## src/rtl/lc3_mmio_pkg.sv

```systemverilog
// rtl/lc3_mmio_pkg.sv - LC-3 memory-mapped I/O addresses, vectors and status bit positions
package lc3_mmio_pkg;

    localparam logic [15:0] IO_BASE   = 16'hFE00;
    localparam logic [15:0] ADDR_KBSR = 16'hFE00;
    localparam logic [15:0] ADDR_KBDR = 16'hFE02;
    localparam logic [15:0] ADDR_DSR  = 16'hFE04;
    localparam logic [15:0] ADDR_DDR  = 16'hFE06;
    localparam logic [15:0] ADDR_MCR  = 16'hFFFE;

    localparam logic [7:0] VEC_KB   = 8'h80;
    localparam logic [7:0] VEC_DISP = 8'h81;

    localparam int STAT_RDY = 15;
    localparam int STAT_IE  = 14;

endpackage

```

## src/rtl/lc3_mmio_devices_if.sv

```systemverilog
// rtl/lc3_mmio_devices_if.sv - datapath bus, keyboard, display and interrupt signals of the MMIO block
interface lc3_mmio_devices_if;
    logic [15:0] mmio_addr;
    logic [15:0] mmio_wdata;
    logic        mmio_we;
    logic        mmio_re;
    logic [15:0] mmio_rdata;
    logic        kb_valid;
    logic [7:0]  kb_data;
    logic        kb_ready;
    logic        disp_valid;
    logic [7:0]  disp_data;
    logic        disp_ready;
    logic        irq;
    logic [2:0]  int_prio;
    logic [7:0]  int_vec;
    logic        mcr_run;

    modport master (
        output mmio_addr, mmio_wdata, mmio_we, mmio_re, kb_valid, kb_data, disp_ready,
        input  mmio_rdata, kb_ready, disp_valid, disp_data, irq, int_prio, int_vec, mcr_run
    );

    modport slave (
        input  mmio_addr, mmio_wdata, mmio_we, mmio_re, kb_valid, kb_data, disp_ready,
        output mmio_rdata, kb_ready, disp_valid, disp_data, irq, int_prio, int_vec, mcr_run
    );
endinterface

```

## src/rtl/lc3_sync_fifo.sv

```systemverilog
// rtl/lc3_sync_fifo.sv - single-clock FIFO with wrapping pointers and an occupancy count
module lc3_sync_fifo #(
    parameter int WIDTH = 8,
    parameter int DEPTH = 4
) (
    input  logic             clk,
    input  logic             rst,
    input  logic             push,
    input  logic [WIDTH-1:0] push_data,
    input  logic             pop,
    output logic [WIDTH-1:0] head,
    output logic             full,
    output logic             empty
);
    localparam int AW = $clog2(DEPTH);
    localparam int CW = AW + 1;
    localparam logic [CW-1:0] FULL_CNT = CW'(DEPTH);

    logic [WIDTH-1:0] mem [DEPTH];
    logic [AW-1:0]    wr_ptr;
    logic [AW-1:0]    rd_ptr;
    logic [CW-1:0]    count;
    logic             do_push;
    logic             do_pop;

    assign full    = (count == FULL_CNT);
    assign empty   = (count == '0);
    assign do_push = push && !full;
    assign do_pop  = pop && !empty;
    assign head    = mem[rd_ptr];

    // Storage array carries no reset; only entries below count are ever observed
    always_ff @(posedge clk) begin
        if (do_push) begin
            mem[wr_ptr] <= push_data;
        end
    end

    // Pointers wrap naturally; a simultaneous push and pop leaves the count unchanged
    always_ff @(posedge clk or negedge rst) begin
        if (!rst) begin
            wr_ptr <= '0;
            rd_ptr <= '0;
            count  <= '0;
        end else begin
            if (do_push) wr_ptr <= wr_ptr + 1'b1;
            if (do_pop)  rd_ptr <= rd_ptr + 1'b1;
            case ({do_push, do_pop})
                2'b10:   count <= count + 1'b1;
                2'b01:   count <= count - 1'b1;
                default: count <= count;
            endcase
        end
    end
endmodule

```

## src/rtl/lc3_mmio_devices.sv

```systemverilog
// rtl/lc3_mmio_devices.sv - LC-3 keyboard, display and MCR devices with interrupt arbitration
module lc3_mmio_devices
    import lc3_mmio_pkg::*;
#(
    parameter int         KB_DEPTH  = 4,
    parameter logic [2:0] KB_PRIO   = 3'd4,
    parameter logic [2:0] DISP_PRIO = 3'd4
) (
    input logic               clk,
    input logic               rst,
    lc3_mmio_devices_if.slave bus
);
    logic       kie;
    logic       die;
    logic       mcr_run_q;
    logic       disp_valid_q;
    logic [7:0] disp_data_q;
    logic       pend_q;
    logic       irq_q;
    logic [2:0] prio_q;
    logic [7:0] vec_q;

    logic       kb_full;
    logic       kb_empty;
    logic [7:0] kb_head;
    logic       kb_push;
    logic       kb_pop;
    logic       disp_idle;
    logic       kb_pend;
    logic       disp_pend;
    logic       wr_kbsr;
    logic       wr_dsr;
    logic       wr_ddr;
    logic       wr_mcr;

    assign kb_push   = bus.kb_valid && !kb_full;
    assign kb_pop    = bus.mmio_re && (bus.mmio_addr == ADDR_KBDR) && !kb_empty;
    assign disp_idle = !disp_valid_q;
    assign kb_pend   = kie && !kb_empty;
    assign disp_pend = die && disp_idle;

    assign wr_kbsr = bus.mmio_we && (bus.mmio_addr == ADDR_KBSR);
    assign wr_dsr  = bus.mmio_we && (bus.mmio_addr == ADDR_DSR);
    assign wr_ddr  = bus.mmio_we && (bus.mmio_addr == ADDR_DDR);
    assign wr_mcr  = bus.mmio_we && (bus.mmio_addr == ADDR_MCR);

    lc3_sync_fifo #(.WIDTH(8), .DEPTH(KB_DEPTH)) u_kb_fifo (
        .clk       (clk),
        .rst       (rst),
        .push      (kb_push),
        .push_data (bus.kb_data),
        .pop       (kb_pop),
        .head      (kb_head),
        .full      (kb_full),
        .empty     (kb_empty)
    );

    // Read mux: decoded straight from the address so data is ready with no wait state
    always_comb begin
        bus.mmio_rdata = '0;
        case (bus.mmio_addr)
            ADDR_KBSR: begin
                bus.mmio_rdata[STAT_RDY] = !kb_empty;
                bus.mmio_rdata[STAT_IE]  = kie;
            end
            ADDR_KBDR: if (!kb_empty) bus.mmio_rdata[7:0] = kb_head;
            ADDR_DSR: begin
                bus.mmio_rdata[STAT_RDY] = disp_idle;
                bus.mmio_rdata[STAT_IE]  = die;
            end
            ADDR_MCR:  bus.mmio_rdata[15] = mcr_run_q;
            default:   bus.mmio_rdata = '0;
        endcase
    end

    // Control registers and the display transmitter; a DDR write while busy is dropped
    always_ff @(posedge clk or negedge rst) begin
        if (!rst) begin
            kie          <= 1'b0;
            die          <= 1'b0;
            mcr_run_q    <= 1'b1;
            disp_valid_q <= 1'b0;
            disp_data_q  <= '0;
        end else begin
            if (wr_kbsr) kie       <= bus.mmio_wdata[STAT_IE];
            if (wr_dsr)  die       <= bus.mmio_wdata[STAT_IE];
            if (wr_mcr)  mcr_run_q <= bus.mmio_wdata[15];
            if (wr_ddr && disp_idle) begin
                disp_valid_q <= 1'b1;
                disp_data_q  <= bus.mmio_wdata[7:0];
            end else if (disp_valid_q && bus.disp_ready) begin
                disp_valid_q <= 1'b0;
            end
        end
    end

    // Interrupt arbiter: keyboard first; irq stays up one extra cycle so priority 0 is relatched
    always_ff @(posedge clk or negedge rst) begin
        if (!rst) begin
            pend_q <= 1'b0;
            irq_q  <= 1'b0;
            prio_q <= '0;
            vec_q  <= '0;
        end else begin
            pend_q <= kb_pend || disp_pend;
            irq_q  <= kb_pend || disp_pend || pend_q;
            if (kb_pend) begin
                prio_q <= KB_PRIO;
                vec_q  <= VEC_KB;
            end else if (disp_pend) begin
                prio_q <= DISP_PRIO;
                vec_q  <= VEC_DISP;
            end else begin
                prio_q <= '0;
                vec_q  <= '0;
            end
        end
    end

    assign bus.kb_ready   = !kb_full;
    assign bus.disp_valid = disp_valid_q;
    assign bus.disp_data  = disp_data_q;
    assign bus.irq        = irq_q;
    assign bus.int_prio   = prio_q;
    assign bus.int_vec    = vec_q;
    assign bus.mcr_run    = mcr_run_q;
endmodule

```

## src/flat_wrapper.sv

```systemverilog
// flat-port wrapper written by rule: the top's interface ports become plain ports
module lc3_mmio_devices_flat import lc3_mmio_pkg::*;
#(
    parameter int         KB_DEPTH  = 4,
    parameter logic [2:0] KB_PRIO   = 3'd4,
    parameter logic [2:0] DISP_PRIO = 3'd4
)
  (clk, rst, bus_mmio_addr, bus_mmio_wdata, bus_mmio_we, bus_mmio_re, bus_kb_valid, bus_kb_data, bus_disp_ready, bus_mmio_rdata, bus_kb_ready, bus_disp_valid, bus_disp_data, bus_irq, bus_int_prio, bus_int_vec, bus_mcr_run);
  lc3_mmio_devices_if bus_i ();
  input logic clk;
  input logic rst;
  input wire logic [$bits(bus_i.mmio_addr)-1:0] bus_mmio_addr;
  input wire logic [$bits(bus_i.mmio_wdata)-1:0] bus_mmio_wdata;
  input wire logic [$bits(bus_i.mmio_we)-1:0] bus_mmio_we;
  input wire logic [$bits(bus_i.mmio_re)-1:0] bus_mmio_re;
  input wire logic [$bits(bus_i.kb_valid)-1:0] bus_kb_valid;
  input wire logic [$bits(bus_i.kb_data)-1:0] bus_kb_data;
  input wire logic [$bits(bus_i.disp_ready)-1:0] bus_disp_ready;
  output wire logic [$bits(bus_i.mmio_rdata)-1:0] bus_mmio_rdata;
  output wire logic [$bits(bus_i.kb_ready)-1:0] bus_kb_ready;
  output wire logic [$bits(bus_i.disp_valid)-1:0] bus_disp_valid;
  output wire logic [$bits(bus_i.disp_data)-1:0] bus_disp_data;
  output wire logic [$bits(bus_i.irq)-1:0] bus_irq;
  output wire logic [$bits(bus_i.int_prio)-1:0] bus_int_prio;
  output wire logic [$bits(bus_i.int_vec)-1:0] bus_int_vec;
  output wire logic [$bits(bus_i.mcr_run)-1:0] bus_mcr_run;
  assign bus_i.mmio_addr = bus_mmio_addr;
  assign bus_i.mmio_wdata = bus_mmio_wdata;
  assign bus_i.mmio_we = bus_mmio_we;
  assign bus_i.mmio_re = bus_mmio_re;
  assign bus_i.kb_valid = bus_kb_valid;
  assign bus_i.kb_data = bus_kb_data;
  assign bus_i.disp_ready = bus_disp_ready;
  assign bus_mmio_rdata = bus_i.mmio_rdata;
  assign bus_kb_ready = bus_i.kb_ready;
  assign bus_disp_valid = bus_i.disp_valid;
  assign bus_disp_data = bus_i.disp_data;
  assign bus_irq = bus_i.irq;
  assign bus_int_prio = bus_i.int_prio;
  assign bus_int_vec = bus_i.int_vec;
  assign bus_mcr_run = bus_i.mcr_run;
  lc3_mmio_devices #(.KB_DEPTH(KB_DEPTH), .KB_PRIO(KB_PRIO), .DISP_PRIO(DISP_PRIO)) u_core (.clk(clk), .rst(rst), .bus(bus_i));
endmodule
```

## config.mk

```make
export PLATFORM = sky130hd
export DESIGN_NAME = lc3_mmio_devices_flat
export DESIGN_NICKNAME = d
export VERILOG_FILES = /design/src/rtl/lc3_mmio_pkg.sv /design/src/rtl/lc3_mmio_devices_if.sv /design/src/rtl/lc3_sync_fifo.sv /design/src/rtl/lc3_mmio_devices.sv /design/src/flat_wrapper.sv
export SDC_FILE = /design/constraint.sdc
export NUM_CORES = 1
export LEC_CHECK = 0
export ABC_AREA = 1
export CORE_AREA = 4 4 84 86
export CTS_CLUSTER_SIZE = 25
export DETAILED_ROUTE_END_ITERATION = 8
export DIE_AREA = 0 0 88 90
export GPL_ROUTABILITY_DRIVEN = 1
export HOLD_SLACK_MARGIN = 0.02
export PLACE_DENSITY = 0.87
export SLEW_MARGIN = 10
export SYNTH_ARGS = -nofsm -noshare
export SYNTH_HDL_FRONTEND = slang
export SYNTH_HIERARCHICAL = 1
export SYNTH_SLANG_ARGS = --single-unit
```

## constraint.sdc

```tcl
create_clock -name clk -period 3 [get_ports clk]
set_input_delay 0.9 -clock clk [delete_from_list [all_inputs] [get_ports clk]]
set_output_delay 0.9 -clock clk [all_outputs]
set_load 0.05 [all_outputs]
```

==> impl.org <==
** Routing
- First-iteration detailed-routing DRC count :: 95
- Antenna-violating nets left :: 0
- Drt via density :: ~4.8
- After detailed routing, the number of remaining DRC violations is 0.
- Number of detailed-routing iterations run before antenna repair :: 4
- Via Count :: roughly 2.2k
- Total wire length after detailed routing :: just over 6000 um
- Routed length per instance :: between 10 and 15 um

** Floorplan
- Die outline height :: ~90 um
- Floorplan row count :: 29
- Area of the core :: roughly 0.0063 mm2
- 85 I/O pins were placed.
- The die is ~90 um wide.
- Area enclosed by the die boundary :: a little under 0.008 mm2
- Initial cell density of the core :: 45.80%

** Power
- Maximum vdd ir drop :: 0.2910 mV
- In this run the power density over the cells is slightly below 500 mW/mm2.
- LEAKAGE :: about 1.9 nW

** STA
- The clock period could shrink to 2.957 ns.
- Peak Freq :: between 300 and 400 MHz
- The clock arrives with about 0.0046 ns of skew.
- Final hold analysis gives a worst-case slack of between 0.4 and 0.5 ns.
- Endpoints failing setup :: 0
- Post-Route Setup TNS :: 0 ns
- The total count of hold-check failures in the final report is 0.
- Headroom to the max-slew limit came out at around two thirds.
- Of the available clock period, the critical path in the final layout requires 98.56%.
- For the pin with the worst max-slew slack, the measured transition is approximately 0.53 ns.
- Max-slew violation count :: 0

** Critical path
- The critical path is of the input port to output pin type.
- Grouping stages by cell kind, the critical path spends the most delay in simple AND/OR/NAND/NOR gates.
- Together, buffers and inverters on the worst path number 3.
- Cell chain of the critical path :: dlygate4sd2_1, buf_4, nor2_2, nand2_1, nor2_4, nand3_1, nand3_2, buf_12
- The worst setup path is captured at an output pin.
- Internal reg-to-reg setup slack :: 0.29 ns
- At the worst endpoint, the arrival time is approximately 2.1 ns.
- The worst setup path is launched from an input port.
- Along the worst path, the maximum fanout reaches 3.
- The slowest stage of the critical path is the dlygate4sd2_1 cell.
- At the worst endpoint, the required time is ~2.1 ns.
- Largest stage delay on the critical path :: approximately 0.27 ns

** Global route
- Pin count of the biggest net entering global routing :: 35
- Number of antenna violations at the first check in global routing :: 0
- Vias in the first global route :: ~2.3k
- GR Layer Usage met3 :: approximately 4.4%
- Summed over all layers, the global routing overflow is 0.
- Global routing consumed, on the met1 layer, 19.31% of the routing resources.
- Met2 usage :: roughly 28%
- After global routing, the most crowded layer is met2.
- Wire length of the first global-routing pass :: between 10000 and 15000 um
- Overall fraction of global-route tracks in use :: 15.97%

** Run status
- The run finished with clean final reports.

** Yosys
- Number of distinct library cells after synthesis :: 31
- Sequential elements use around 53% of the synthesized area.
- Synthesis-stage register bit count :: 54
- Share of Yosys cell area claimed by the top area cell type :: approximately a third
- Post-synth top area cell :: edfxtp_1
- After technology mapping, the gate count stands at 301.
- By area the synthesized netlist is led by edfxtp_1 33%, dfrtp_1 18%, nand2_1 11%, inv_1 6.1%, buf_4 4.4%.
- The average instance in the mapped netlist occupies ~9.6 um2.
- During synthesis, Yosys emitted a total of 6 warnings.
- Post-synthesis cell area :: approximately 0.0029 mm2

** Placed design
- Count of port buffers added during placement :: 64
- Post-detail-place hpwl :: 4389 um
- The congestion estimate from routability-driven global placement came to between 0.8 and 0.9.
- Placed cell areas :: 0.003695 mm2

** Finish
- Final nets :: 440
- Number of antenna diodes :: 0
- Filler Cell Count :: 514
- Design area :: ~0.0040 mm2
- Total area of multi-input combinational cells :: between 0.001 and 0.0015 mm2
- In the final layout, flip-flops and latches occupy 0.001513 mm2.
- Utilization after layout :: roughly 64%
- Relative to the synthesized area, the layout overhead comes to 38.77%.
- Of the cells placed in the final design, the portion with a size suffix greater than 1 is approximately 22%.

** Clocking
- Number of hold buffers added after CTS :: 0
- Clock transition at path regs :: approximately 0.090 ns
- Level count of the clock H-tree :: 2
- TritonCTS built the clock tree.
- Maximum number of buffers from clock root to sink :: 2
- Worst skew pair latency :: ~0.30 ns
- The number of clock buffers added by TritonCTS is 5.
- For this design, the sink count on the clock tree is 54.
- Root buffer cell :: clkbuf_8

** Min path
- The tightest min-delay check is of the register to register type.

** Run
- The tool flagged a number of max-cap violations equal to 0.
metrics by stage:
step	instances	total power, mW	setup slack [ns]
global route	466	2.086	-0.01471
floorplan	314	1.306	0.1821
CTS	465	1.978	0.01766
global placement	449	1.449	-0.2092
finish	466	1.973	0.04314
detailed placement	449	1.485	-0.2744
cells by family after synthesis:
family | Yosys count | share of synthesized area, %
fa+ha+maj | 6 | 2.872
xor+xnor | 1 | 0.3047
other cells | 1 | 0.1304
simple gates | 147 | 26.24
flops | 54 | 52.61
buf+inv | 73 | 13.01
compound gates | 19 | 4.830
worst min-delay path, cell delays in order, from the launching register on:
cell and delay, ns:
dfrtp_1 0.35, nand2_1 0.05, nand2_1 0.05
synth_stat cells:
cell       n
or2_1      1
dfrtp_1   21
inv_2      4
o211ai_1  16
inv_1     47
buf_8      1
xnor2_1    1
nand3_1   14
clkinv_1   1
nor2_1    14
nand3_2    1
conb_1     1
nand4_1   11
nand2_1   82
nor3_2     1
clkbuf_8   1
nand4_2    1
fa_1       1
edfxtp_1  32
buf_4     17
nand2_2    2
nor2_2    12
o21ai_0    1
nand2_4    3
nand3_4    2
dfstp_2    1
buf_6      2
ha_1       5
o21ai_2    1
nor2_8     3
a21oi_1    1
cell type report:
type	instances	area share (%)
clock buffers	5	1.725
clock inverters	3	1.129
repair buffers	87	22.64
flip-flops and latches	54	37.91
inverters	52	4.892
multi-input cells	188	29.29
well taps	77	2.415
cell usage in the layout (no fill, tap or decap), types with 11 or more instances in the layout:
cell type        instances
buf_4                   20
nand4_1                 11
inv_1                   45
nand3_1                 11
conb_1                  14
clkdlybuf4s50_1         38
o211ai_1                16
dfrtp_1                 21
edfxtp_1                32
nand2_1                 79
nor2_1                  11
worst paths after layout:
path                                         endpoint  depth (start not counted)                      start
max in group asynchronous          u_core/bus.mcr_run                          2                        rst
min in group asynchronous  u_core/u_kb_fifo/wr_ptr[1]                          2                        rst
setup / recovery                   bus_mmio_rdata[15]                          8           bus_mmio_addr[1]
hold / removal                u_core/bus.disp_data[4]                          2    u_core/bus.disp_data[4]
setup reg to reg            u_core/u_kb_fifo/count[2]                         19  u_core/u_kb_fifo/count[2]
hold reg to reg               u_core/bus.disp_data[4]                          2    u_core/bus.disp_data[4]
power breakdown:
part	internal, mW	switching [mW]	total (mW)
Combinational	0.183	0.340	0.523
Clock	0.248	0.237	0.485
Sequential	0.918	0.0467	0.965
Total	1.35	0.624	1.97
sequential cells by signal, summed over array words and instances (netlist names):
| signal | cells |
|---|---|
| u_core/bus.disp_data | 8 |
| u_core/bus.disp_valid | 1 |
| u_core/bus.int_vec | 2 |
| u_core/bus.irq | 1 |
| u_core/bus.mcr_run | 1 |
| u_core/die | 1 |
| u_core/kie | 1 |
| u_core/u_kb_fifo/count | 3 |
| u_core/u_kb_fifo/mem | 32 |
| u_core/u_kb_fifo/rd_ptr | 2 |
| u_core/u_kb_fifo/wr_ptr | 2 |
metal layers:
layer  up-vias  routed length (um)
li1       1109                   -
met4         0                  85
met1      1045                2378
met3         9                 486
met5         -                   0
met2        83                3194
repair_timing:
action                     4_1_cts  5_1_grt
pin swaps                       12       11
cloned                           1        0
setup buffers                    7        1
resized for setup               39       17
setup endpoints to repair       10       11
(Power assumes the default switching activity.)
